<file path="config.mk">
export PLATFORM = sky130hd
export DESIGN_NAME = pr_timer
export DESIGN_NICKNAME = d
export VERILOG_FILES = /design/src/rtl/pr_timer_pkg.sv /design/src/rtl/pr_timer.sv
export SDC_FILE = /design/constraint.sdc
export NUM_CORES = 1
export LEC_CHECK = 0
export ABC_AREA = 1
export ABC_CLOCK_PERIOD_IN_PS = 2400
export CELL_PAD_IN_SITES_DETAIL_PLACEMENT = 1
export CELL_PAD_IN_SITES_GLOBAL_PLACEMENT = 1
export CORE_ASPECT_RATIO = 0.6
export CORE_MARGIN = 4
export CORE_UTILIZATION = 36
export DETAILED_ROUTE_END_ITERATION = 8
export PLACE_DENSITY = 0.8
export SETUP_SLACK_MARGIN = 0.15
export SYNTH_ARGS = -nofsm -noshare
export SYNTH_HDL_FRONTEND = slang
export SYNTH_SLANG_ARGS = --single-unit
</file>
<file path="constraint.sdc">
create_clock -name clk -period 2.4 [get_ports clk]
set_input_delay 0.24 -clock clk [delete_from_list [all_inputs] [get_ports clk]]
set_output_delay 0.24 -clock clk [all_outputs]
set_load 0.01 [all_outputs]
</file>
<file path="src/rtl/pr_timer_pkg.sv">
// pr_timer_pkg: register offsets, CTRL bit positions, mode codes and FSM states for pr_timer
package pr_timer_pkg;
   localparam logic [1:0] CTRL_OFF   = 2'b00;
   localparam logic [1:0] PRESET_OFF = 2'b01;
   localparam logic [1:0] COUNT_OFF  = 2'b10;
   localparam int CTRL_EN   = 0;
   localparam int CTRL_MODE = 1;
   localparam int CTRL_IM   = 3;
   localparam logic [1:0] MODE_RELOAD = 2'b01;
   typedef enum logic [1:0] {IDLE = 2'd0, LOAD = 2'd1, CNT = 2'd2, INT = 2'd3} state_t;
endpackage

</file>
<file path="src/rtl/pr_timer.sv">
// pr_timer: bus-mapped one-shot / auto-reload down-counter with maskable interrupt
module pr_timer
   import pr_timer_pkg::*;
#(
   parameter logic [31:0] BASE_ADDR = 32'h00007F00,
   parameter int unsigned IRQ_MODE1_PULSE = 1
) (
   input  logic        clk,
   input  logic        reset,
   input  logic [31:0] Addr,
   input  logic        WE,
   input  logic [31:0] Din,
   output logic [31:0] Dout,
   output logic        IRQ
);
   state_t state, state_nx;
   logic [3:0] ctrl;
   logic [31:0] preset, count, count_nx;
   logic irq_pend, pend_set, pend_clr, en_clr;
   logic [1:0] off;
   logic sel, ctrl_wr, preset_wr;
   logic unused_ok;
   assign unused_ok = ^{Addr[1:0], IRQ_MODE1_PULSE[0]};
   assign off = Addr[3:2];
   assign sel = (Addr[31:4] == BASE_ADDR[31:4]) && (off != 2'b11);
   assign ctrl_wr = WE && sel && off == CTRL_OFF;
   assign preset_wr = WE && sel && off == PRESET_OFF;
   assign Dout = !sel ? 32'd0 :
                 off == CTRL_OFF ? {28'd0, ctrl} :
                 off == PRESET_OFF ? preset :
                 off == COUNT_OFF ? count : 32'd0;
   assign IRQ = irq_pend & ctrl[CTRL_IM];
   always_comb begin
      state_nx = state;
      count_nx = count;
      pend_set = 1'b0;
      pend_clr = 1'b0;
      en_clr = 1'b0;
      case (state)
         IDLE: state_nx = ctrl[CTRL_EN] ? LOAD : IDLE;
         LOAD: begin
            count_nx = preset;
            state_nx = CNT;
         end
         CNT: begin
            if (!ctrl[CTRL_EN]) state_nx = IDLE;
            else if (count == 32'd0) begin
               state_nx = INT;
               pend_set = 1'b1;
            end else count_nx = count - 32'd1;
         end
         default: begin
            if (ctrl[CTRL_MODE+:2] == MODE_RELOAD) begin
               state_nx = LOAD;
               pend_clr = 1'b1;
            end else begin
               state_nx = IDLE;
               en_clr = 1'b1;
            end
         end
      endcase
      // a bus write that disables the timer overrides whatever the FSM planned
      if (ctrl_wr && !Din[CTRL_EN]) begin
         state_nx = IDLE;
         count_nx = count;
      end
   end
   always_ff @(posedge clk or negedge reset) begin
      if (!reset) begin
         state <= IDLE;
         ctrl <= 4'd0;
         preset <= 32'd0;
         count <= 32'd0;
         irq_pend <= 1'b0;
      end else begin
         state <= state_nx;
         count <= count_nx;
         preset <= preset_wr ? Din : preset;
         ctrl <= ctrl_wr ? Din[3:0] : en_clr ? (ctrl & ~(4'd1 << CTRL_EN)) : ctrl;
         irq_pend <= ctrl_wr ? 1'b0 : pend_set | (irq_pend & ~pend_clr);
      end
   end
endmodule

</file>
# == Yosys cells after proc, flatten, opt, wreduce, memory -nomap -nowiden ==
# Index checks and enable logic that the tools add are counted.
# classes
n_addsub,1
n_eq_ne,10
muxes,23
n_bitwise,5
n_reduce_logical,13
# ops
operator,count
$mux 32,6
$pmux 32 s2,1
$logic_not 32->1,1
$sub 32x1->32 const B,1
$eq 28x11->1 const B,1
$mux 1,11
$eq 2x1->1 const B,3
$mux 2,3
$ne 2x2->1 const B,3
$pmux 2 s3,1
$logic_and 1x1->1,5
$eq 2x2->1 const B,2
$logic_not 2->1,2
$mux 4,1
$ne 4x4->1 const B,1
$reduce_and 4->1,1
$reduce_bool 2->1,2
$reduce_or 3->1,1
$and 1x1->1,2
$not 1->1,2
$logic_not 1->1,1
$or 1x1->1,1
# totals
register_bits,71
in_bits,67
wordCells,58

# == Logic depth before layout (Yosys ltp) ==
# Gate-level depths: netlist of the first run.
# logic_depth
word_depth,7
mapped_depth,12

# == Worst setup path before layout of the first run ==
# OpenSTA, ideal clock, no wires.
# synth_timing
path_kind,register to register
startpoint,register count[0]
endpoint,register count[6]
setup_ns,0.117
arrival_time_ns,1.617
t_required_ns,2.283
setup_slack_ns,0.666
stages_incl_launch_ff,13
n_path_buf,1
synth_period_minus_slack_ns,1.734
cell_sequence,dfrtp_1 > inv_1 > ha_1 > nand2_2 > nor2_4 > nand2_2 > nor2_2 > o21ai_4 > inv_2 > nor2_4 > buf_6 > nand2_1 > nand2_1
# synth_via
elab_chain_len,4
elab_cells_between_ends,7
cone_classes,add/sub: 1; eq/ne: 1; mux: 3; reduce/logical: 2
# synth_rtl
element,line,rtl
from (decl),pr_timer.sv:18,"logic [31:0] preset, count, count_nx;"
from (signal assigned),pr_timer.sv:77,count <= count_nx;
$sub 32x1->32,pr_timer.sv:50,end else count_nx = count - 32'd1;
$mux 32,pr_timer.sv:47,else if (count == 32'd0) begin
$mux 32,pr_timer.sv:46,if (!ctrl[CTRL_EN]) state_nx = IDLE;
$pmux 32 s2,pr_timer.sv:39,case (state)
# Several ways; a longest one is shown, not always the timed one. The select of a mux whose other input is x is not followed.
# A chain may end at the register's enable or synchronous reset.

# == Worst setup path in the final report of the first run ==
# layout_timing
startpoint,input port Addr[3]
endpoint,output port Dout[3]
# layout_via
elab_chain_len,5
elab_cells_between_ends,9
cone_classes,eq/ne: 3; mux: 4; reduce/logical: 2
# layout_rtl
element,line,rtl
from (decl),pr_timer.sv:10,"input logic [31:0] Addr,"
$eq 2x2->1,pr_timer.sv:31,off == COUNT_OFF ? count : 32'd0;
$mux 32,pr_timer.sv:31,
$mux 32,pr_timer.sv:30,off == PRESET_OFF ? preset :
$mux 32,pr_timer.sv:29,"off == CTRL_OFF ? {28'd0, ctrl} :"
$mux 32 *,pr_timer.sv:28,assign Dout = !sel ? 32'd0 :
to (decl),pr_timer.sv:13,"output logic [31:0] Dout,"
# Mark *: on every way between the ends. The rest lies on a longest branch, timed or not.

==> results of run 1 <==
-- cells in the mapped netlist (all sizes together) --
cell type    n  share of area
nand2      264           0.21
nor2        98          0.086
inv         74          0.059
dfrtp       71           0.37
nand3       63          0.069
o21ai       51          0.056
a21oi       45          0.047
clkbuf      25          0.020
nand4       10          0.013
buf          7          0.013
o21bai       6         0.0095
or2          5         0.0066
a31oi        4         0.0053
ha           4          0.011
a221oi       3         0.0055
xor2         3         0.0055
nand3b       2         0.0032
nor3         2         0.0021
o22a         1         0.0018
o22ai        1         0.0013
-- cell usage in the layout (no fill, tap or decap), types with 5 or more instances in the layout --
master,instances
nand2_1,261
clkbuf_2,6
o21bai_1,6
clkbuf_16,9
nor2_1,85
a21oi_1,40
clkdlybuf4s50_1,64
dlygate4sd2_1,22
inv_1,73
nor2_4,6
nand3_1,61
nand4_1,10
o21ai_0,50
dfrtp_1,71
buf_4,21
buf_12,6
or2_2,5
a21oi_2,5
nor2_2,7
-- worst max-delay path by stage --
stage	cells past startpoint	end	slack (ns)	start
after global routing	10	Dout[9]	0.15	Addr[21]
after floorplan	12	count[6]$_DFFE_PN0P_	0.67	count[0]$_DFFE_PN0P_
after detailed placement	11	Dout[17]	-0.07	Addr[10]
after CTS	11	Dout[17]	0.19	Addr[10]
final	9	Dout[3]	0.25	Addr[3]
after global placement	7	Dout[7]	-0.05	Addr[3]
-- through the flow --
stage | area [sq um] | hold slack (ns)
2_1_floorplan | 4740 | -0.0556
4_1_cts | 6350 | 0.439
3_3_place_gp | 6050 | 0.247
6_report | 6360 | 0.427
3_5_place_dp | 6050 | 0.257
5_1_grt | 6360 | 0.468
-- registers in the layout (all words and copies together), names as in the netlist --
name and flops:
irq_pend 1, preset 32, state 2, ctrl 4, count 32
-- power by group --
part	total [uW]	switching (uW)	internal (uW)
registers	1200	0.0000615	1200
logic	208	91.4	117
clock network	1480	563	918
total	2890	655	2230
-- area by class of cell --
type,instances,area (sq um),share of cell area
clock buffer,10,229,0.0360
clock inverter,6,92.6,0.0145
inverter,74,278,0.0436
multi-input combinational,562,2580,0.405
sequential,71,1780,0.279
tap,170,213,0.0334
timing repair buffer,125,1200,0.188
-- timing repair --
action,CTS,global route
pin swaps,0,0
hold buffers,1,0
endpoints found under the setup margin,36,26
gates resized for setup,34,25
endpoints found under the hold margin,21,0
-- worst max-delay path, stage by stage --
cell	delay (ns)
clkdlybuf4s50_1	0.43
buf_4	0.22
nor2_4	0.17
buf_4	0.20
inv_1	0.06
o22ai_1	0.12
a21oi_1	0.06
nor2_1	0.11
dlygate4sd2_1	0.30
-- logic make-up after synthesis --
group | after synthesis
and+or+nand+nor | 444
AOI/OAI and AO/OA | 111
DFF | 71
adders and majority gates | 4
buffers and inverters | 106
xor gates and xnor gates | 3
-- metal layers --
| layer | share of wire | global-route usage |
|---|---|---|
| met1 | 0.49 | 0.375 |
| met2 | 0.43 | 0.361 |
| met3 | 0.072 | 0.0550 |
| met4 | 0.0086 | 0.0400 |
| met5 | 0 | 0 |
==> results.sh, run 1 <==
export IMPL_outcome="completed"
export IMPL_clk_latency_ns=0.34
export IMPL_clockBufferDepth=2
export IMPL_drv_slew=0
export IMPL_start_util=0.369
export IMPL_hpwl_um=14100
export IMPL_syn_inst=739
export IMPL_vdd_drop_max_mv=0.315
export IMPL_yosys_warnings=0
export IMPL_drtIter0Drc=362
export IMPL_synth_top_family_by_area="simple AND/OR/NAND/NOR gates"
export IMPL_synthSimpleGateAreaFrac=0.391
export IMPL_die_y_um=96.9
export IMPL_leakage_uw=0.00330
export IMPL_syn_avg_cell_area_sq_um=6.42
export IMPL_maxCapViolCount=0
export IMPL_dieWidth_um=156
export IMPL_gp_congestion=0.922
export IMPL_numCtsBuffers=9
export IMPL_grt_pass1_wl_um=29800
export IMPL_place_inst=1001
export IMPL_ant_nets=0
export IMPL_crit_path_end_kind="output pin"
export IMPL_synth_xor_area_share=0.00554
export IMPL_synth_seq_cells=71
export IMPL_finalNetCount=914
export IMPL_hold_path_class="in2async"
export IMPL_area_growth_pct=34.1
export IMPL_cts_tree="yes"
export IMPL_arrival_ns=1.91
export IMPL_setup_ws_ns=0.253
export IMPL_layout_drive_gt1_share=0.0932
export IMPL_r2r_start="count[8]$_DFFE_PN0P_"
export IMPL_vias_per_cell=5.26
export IMPL_tns_ns=0
export IMPL_totalWireLength_um=18200
export IMPL_tightest_slew_ns=0.585
export IMPL_p_per_area_mw_per_mm2=454
export IMPL_grtUsageTotal=0.246
export IMPL_cts_root_buf="clkbuf_16"
export IMPL_wl_per_cell_um=17.8
export IMPL_p_total_uw=2890
export IMPL_diodes=0
export IMPL_path_class="in2out"
export IMPL_finalSetupViolCount=0
export IMPL_crit_fanout=16
export IMPL_fill_cells=1684
export IMPL_drtPass1Iterations=5
export IMPL_synth_nets=810
export IMPL_grt_max_degree=59
export IMPL_max_slew_margin=0.610
export IMPL_finClkSkew_ns=0.00904
export IMPL_dieArea_sq_mm=0.0151
export IMPL_remaining_drc_errors=0
export IMPL_first_global_vias=5548
export IMPL_via_count=5352
export IMPL_rr_worst_depth=11
export IMPL_synth_adder_area_share=0.0105
export IMPL_io_pin_count=100
export IMPL_rsz0062_at_grt="no"
export IMPL_rows=32
export IMPL_required_ns=2.16
export IMPL_start_kind="input pin"
export IMPL_r2r_end="count[19]$_DFFE_PN0P_"
export IMPL_place_ws_ns=-0.0708
export IMPL_post_synth_num_cell_types=27
export IMPL_core_area_sq_mm=0.0129
export IMPL_hold_viol_final=0
export IMPL_r2r_slack_ns=0.30
export IMPL_portBuffers=97
export IMPL_htree_levels=3
export IMPL_post_cts_buffers=0
export IMPL_ys_seq_area_frac=0.374
export IMPL_postLayoutCoreUtil=0.495
export IMPL_path_clk_slew_ns=0.06
export IMPL_synthesis_area_sq_mm=0.00474
export IMPL_fin_cells=1018
export IMPL_grt_overflow=0
export IMPL_max_freq_mhz=466
export IMPL_fin_crit_ns=2.15
export IMPL_synth_compound_area_frac=0.127
export IMPL_clock_sinks=71
export IMPL_muxShareOfSynthArea=0
export IMPL_antenna_found_initial=0
export IMPL_timing_final_crit_share=0.895
No activity file was read; power rests on OpenSTA's default activity.
==> inputs of run 2 (changes only) <==
Settings changed: ABC_CLOCK_PERIOD_IN_PS 2400 to 1800, CORE_UTILIZATION 36 to 32, PLACE_DENSITY 0.8 to 0.75.
Clock period 2.4 ns to 1.8 ns, I/O delays scaled along.
==> run 2 against run 1 <==
  * The run now ends with negative setup slack left
  * Highest routed layer unchanged
  * Critical path depth up 1
  * Sequential power up 33%
  * Register-to-register slack worse by 0.42 ns
  * Via count up 14%
  * Clock-buffer cell count unchanged
  * Die area up 12%
  * Hold slack worse by 0.046 ns
  * Global-route usage up 3.0 points
  * Critical endpoint is now count[15]$_DFFE_PN0P_
  * Setup slack worse by 0.38 ns
  * Wire length up 32%
  * Critical path type is now reg2reg
  * First-iteration DRC count up 19%
==> results.sh, run 2 (synthesis gave the netlist of run 1 again) <==
export IMPL_path_class="reg2reg"
export IMPL_hold_viol_final=0
export IMPL_gp_congestion=0.889
export IMPL_pwr_share_seq=0.422
export IMPL_reg_top3="count x32, preset x32, ctrl x4"
export IMPL_fin_cells=1138
export IMPL_finClkSkew_ns=0.0103
export IMPL_timing_final_crit_share=1.07
export IMPL_ant_nets=0
export IMPL_vias_per_cell=5.35
export IMPL_violations="negative setup slack"
export IMPL_place_inst=1096
export IMPL_grt_max_degree=72
export IMPL_via_count=6091
export IMPL_dieArea_sq_mm=0.0169
export IMPL_swShare=0.244
export IMPL_rows=34
export IMPL_postLayoutCoreUtil=0.535
export IMPL_maxCapViolCount=0
export IMPL_setup_ws_ns=-0.124
export IMPL_area_growth_pct=63.6
export IMPL_dieWidth_um=165
export IMPL_combPwrFrac=0.083
export IMPL_clock_sinks=71
export IMPL_fin_crit_ns=1.92
export IMPL_start_kind="flop"
export IMPL_holdWs_ns=0.381
export IMPL_switchingPower_uw=922
export IMPL_tightest_slew_ns=0.430
export IMPL_final_common_cell="nand2_1"
export IMPL_arrival_ns=2.16
export IMPL_antenna_found_initial=0
export IMPL_io_pin_count=100
export IMPL_rsz0062_at_grt="yes"
export IMPL_hold_path_class="in2async"
export IMPL_vdd_drop_max_mv=0.297
export IMPL_outcome="finished with violations"
export IMPL_clk_latency_ns=0.35
export IMPL_first_global_vias=6414
export IMPL_diodes=0
export IMPL_leakage_uw=0.00397
export IMPL_core_area_sq_mm=0.0145
export IMPL_required_ns=2.03
export IMPL_grtUsageTotal=0.276
export IMPL_crit_path_end_kind="flop"
export IMPL_layout_drive_gt1_share=0.381
export IMPL_start_util=0.327
export IMPL_clockBufferDepth=2
export IMPL_remaining_drc_errors=0
export IMPL_layout_common_cells="nand2_1, buf_4, inv_1, dfrtp_1, nand3_1"
export IMPL_drv_slew=0
export IMPL_finalSetupViolCount=32
export IMPL_hpwl_um=15300
export IMPL_htree_levels=3
export IMPL_crit_fanout=4
export IMPL_p_per_area_mw_per_mm2=487
export IMPL_path_clk_slew_ns=0.07
export IMPL_wl_per_cell_um=21.1
export IMPL_finalNetCount=1007
export IMPL_drtPass1Iterations=5
export IMPL_grt_pass1_wl_um=35500
export IMPL_clkPwrFrac=0.495
export IMPL_internal_power_uw=2860
export IMPL_cts_tree="yes"
export IMPL_grt_overflow=0
export IMPL_die_y_um=102
export IMPL_totalWireLength_um=24100
export IMPL_max_slew_margin=0.713
export IMPL_cts_root_buf="clkbuf_16"
export IMPL_portBuffers=97
export IMPL_drtIter0Drc=430
export IMPL_numCtsBuffers=9
export IMPL_max_freq_mhz=520
[run 2: cell count changes in the layout (fill, tap and decap cells not counted), moves of 22 or more]
cell	before	now
buf_6	0	24
nor2_1	85	48
clkdlybuf4s50_1	64	33
nand2_1	261	208
buf_2	1	45
buf_4	21	92
dlygate4sd2_1	22	0
nand2_2	3	41
nor2_4	6	31
[run 2: layout make-up]
type	instances	area [sq um]
repair buffers	218	1970
flip-flops and latches	71	1790
inverters	74	285
clock inverters	5	58.8
clock buffers	10	239
well taps	198	248
multi-input cells	562	3170
fillers	1818	6750
[run 2: final timing paths]
kind                                          end  slack (ns)  cells after the start             startpoint
max                         count[15]$_DFFE_PN0P_       -0.12                     10   count[1]$_DFFE_PN0P_
min                          state[0]$_DFFE_PN0P_        0.38                      3                  reset
max reg2reg                 count[15]$_DFFE_PN0P_       -0.12                     10   count[1]$_DFFE_PN0P_
min reg2reg                 preset[3]$_DFFE_PN0P_        0.49                      2  preset[3]$_DFFE_PN0P_
max in group asynchronous   count[16]$_DFFE_PN0P_        1.04                      3                  reset
min in group clk           preset[27]$_DFFE_PN0P_        0.39                      3                Din[27]
[run 2: critical path: stages (launching register included)]
cell,delay (ns)
dfrtp_2,0.44
nor2_2,0.22
nand2_4,0.11
nor2_4,0.15
buf_4,0.14
buf_4,0.10
nand2_1,0.10
o21ai_0,0.26
a31oi_1,0.12
nand2_1,0.09
nand2_2,0.06
[run 2: power by group through the flow]
stage	clock, uW	combinational [uW]	sequential [uW]
floorplan	0	54.0	1630
global placement	0	284	1630
detailed placement	0	294	1630
CTS	1890	273	1600
global route	1950	337	1590
finish	1870	312	1600
[run 2: per-layer routing]
metal | vias up | wire length (um) | track usage
li1 | 2743 | - | -
met1 | 3039 | 10900 | 0.387
met2 | 258 | 10900 | 0.425
met3 | 51 | 1790 | 0.0629
met4 | 0 | 527 | 0.0882
met5 | - | 0 | 0
[run 2: per-stage QoR]
step | area, sq um | setup slack, ns | total power (uW) | TNS (ns)
6_report | 7760 | -0.124 | 3780 | -1.31
5_1_grt | 7760 | -0.212 | 3890 | -4.17
4_1_cts | 7190 | 0.0236 | 3750 | 0
3_5_place_dp | 6660 | -0.633 | 1920 | -35.71
3_3_place_gp | 6660 | -0.535 | 1910 | -25.87
2_1_floorplan | 4750 | 0.165 | 1680 | 0
[run 2: timing repair]
| item | in CTS | in global routing |
|---|---|---|
| hold endpoints to repair | 71 | 0 |
| hold buffers | 1 | 0 |
| gates cloned | 4 | 2 |
| endpoints found under the setup margin | 68 | 65 |
| pin swaps | 40 | 45 |
| buffers inserted | 13 | 8 |
| gates resized for setup | 295 | 146 |
==> inputs of run 3 (changes only) <==
Settings changed: GPL_ROUTABILITY_DRIVEN set to 1, HOLD_SLACK_MARGIN set to 0.02, MAX_ROUTING_LAYER set to met4.
==> run 3 against run 2 <==
  * Via count is 3.7% lower
  * Largest power group unchanged
  * First-iteration DRC count shrank 6.3%
  * Critical path depth is 2 higher
  * Clock skew is 0.0024 ns lower
  * Combinational power shrank 11%
  * Largest cell class unchanged
  * Total power shrank 0.97%
  * Global-route usage grew 0.22 points
  * Cell count fell by 0.26%
  * Wire length is 6.3% lower
  * Critical path type unchanged
  * The flow still finishes with violations (negative setup slack)
  * Flip-flop and latch count unchanged
==> results.sh, run 3 (synthesis gave the netlist of run 1 again) <==
export IMPL_outcome="finished with violations"
export IMPL_violations="negative setup slack"
export IMPL_htree_levels=3
export IMPL_wl_per_cell_um=19.9
export IMPL_remaining_drc_errors=0
export IMPL_core_area_sq_mm=0.0145
export IMPL_hold_path_class="in2reg"
export IMPL_area_growth_pct=58.6
export IMPL_drtIter0Drc=403
export IMPL_path_clk_slew_ns=0.07
export IMPL_clk_latency_ns=0.35
export IMPL_diodes=0
export IMPL_dieWidth_um=165
export IMPL_first_global_vias=6200
export IMPL_setup_ws_ns=-0.0867
export IMPL_drv_slew=0
export IMPL_grt_pass1_wl_um=34800
export IMPL_cts_tree="yes"
export IMPL_cts_root_buf="clkbuf_16"
export IMPL_leakage_uw=0.00385
export IMPL_vdd_drop_max_mv=0.393
export IMPL_finalSetupViolCount=34
export IMPL_arrival_ns=2.17
export IMPL_grtUsageTotal=0.279
export IMPL_drtPass1Iterations=5
export IMPL_antenna_found_initial=0
export IMPL_maxCapViolCount=0
export IMPL_p_total_uw=3740
export IMPL_p_per_area_mw_per_mm2=497
export IMPL_totalWireLength_um=22600
export IMPL_finClkSkew_ns=0.00784
export IMPL_grt_max_degree=72
export IMPL_numCtsBuffers=9
export IMPL_tns_ns=-1.76
export IMPL_path_class="reg2reg"
export IMPL_io_pin_count=100
export IMPL_via_count=5865
export IMPL_final_common_cell="nand2_1"
export IMPL_layout_common_cells="nand2_1, buf_4, inv_1, dfrtp_1, nand3_1"
export IMPL_cp_startpoint="count[0]$_DFFE_PN0P_"
export IMPL_dieArea_sq_mm=0.0169
export IMPL_finalNetCount=1003
export IMPL_portBuffers=97
export IMPL_vias_per_cell=5.17
export IMPL_gp_congestion=0.900
export IMPL_reg_top3="count x32, preset x32, ctrl x4"
export IMPL_clock_sinks=71
export IMPL_fin_crit_ns=1.89
export IMPL_tightest_slew_ns=0.427
export IMPL_max_slew_margin=0.716
export IMPL_ant_nets=0
export IMPL_hpwl_um=15000
export IMPL_rsz0062_at_grt="yes"
export IMPL_holdWs_ns=0.391
export IMPL_crit_path_end_kind="flop"
export IMPL_crit_fanout=15
export IMPL_start_util=0.327
export IMPL_fill_cells=1828
export IMPL_die_y_um=102
export IMPL_max_freq_mhz=530
export IMPL_timing_final_crit_share=1.05
export IMPL_rows=34
export IMPL_layout_drive_gt1_share=0.338
export IMPL_hold_viol_final=0
export IMPL_clockBufferDepth=2
export IMPL_required_ns=2.09
export IMPL_hp_start="Din[18]"
export IMPL_r2r_start="count[0]$_DFFE_PN0P_"
export IMPL_start_kind="flop"
export IMPL_grt_overflow=0
run 3: worst paths after layout:
kind / slack [ns] / end / cells past startpoint
setup / recovery: -0.09 / count[13]$_DFFE_PN0P_ / 12
hold / removal: 0.39 / preset[18]$_DFFE_PN0P_ / 3
setup reg to reg: -0.09 / count[13]$_DFFE_PN0P_ / 12
hold reg to reg: 0.51 / preset[3]$_DFFE_PN0P_ / 2
max in group asynchronous: 1.03 / count[16]$_DFFE_PN0P_ / 3
min in group asynchronous: 0.40 / state[1]$_DFFE_PN0P_ / 3
run 3: through the flow:
stage          worst slack (ns)   util  instances  instance area (sq um)
3_5_place_dp             -0.602  0.459       1097                   6650
3_3_place_gp             -0.558  0.459       1097                   6650
4_1_cts                 -0.0370  0.501       1129                   7270
6_report                -0.0867  0.519       1135                   7520
2_1_floorplan             0.165      -        739                   4750
5_1_grt                  -0.154  0.519       1135                   7520
run 3: area by class of cell:
class	instances	area, sq um	area share
clock buffers	10	229	0.0304
clock inverters	6	70.1	0.00931
inverters	74	285	0.0379
multi-input cells	562	3000	0.399
flip-flops and latches	71	1780	0.237
well taps	198	248	0.0329
repair buffers	214	1910	0.254
run 3: what timing repair did:
item / CTS / global route
gates resized for setup: 267 / 110
endpoints found under the hold margin: 71 / 0
pin swaps: 23 / 37
hold buffers: 1 / 0
buffers inserted: 10 / 6
cloned: 5 / 0
setup endpoints to repair: 68 / 67
run 3: worst max-delay path, cell delays in order (launching register included):
cell and delay (ns):
dfrtp_1 0.42, inv_2 0.12, ha_4 0.17, nand2_4 0.07, nor2_4 0.12, nand2_2 0.08
nor2_4 0.18, o21ai_4 0.08, buf_6 0.14, nand3_4 0.11, buf_12 0.17, nand2_1 0.06
nand2_1 0.08
run 3: power breakdown:
part	leakage (uW)	total, uW	internal (uW)	switching [uW]
Clock	0.000135	1870	1080	786
Combinational	0.00274	278	142	137
Sequential	0.000979	1600	1600	0.0000679
Total	0.00385	3740	2820	922
run 3: metal layers:
metal,share of wire,global-route usage
met1,0.48,0.391
met2,0.45,0.419
met3,0.059,0.0593
met4,0.014,0.0498
met5,0,-
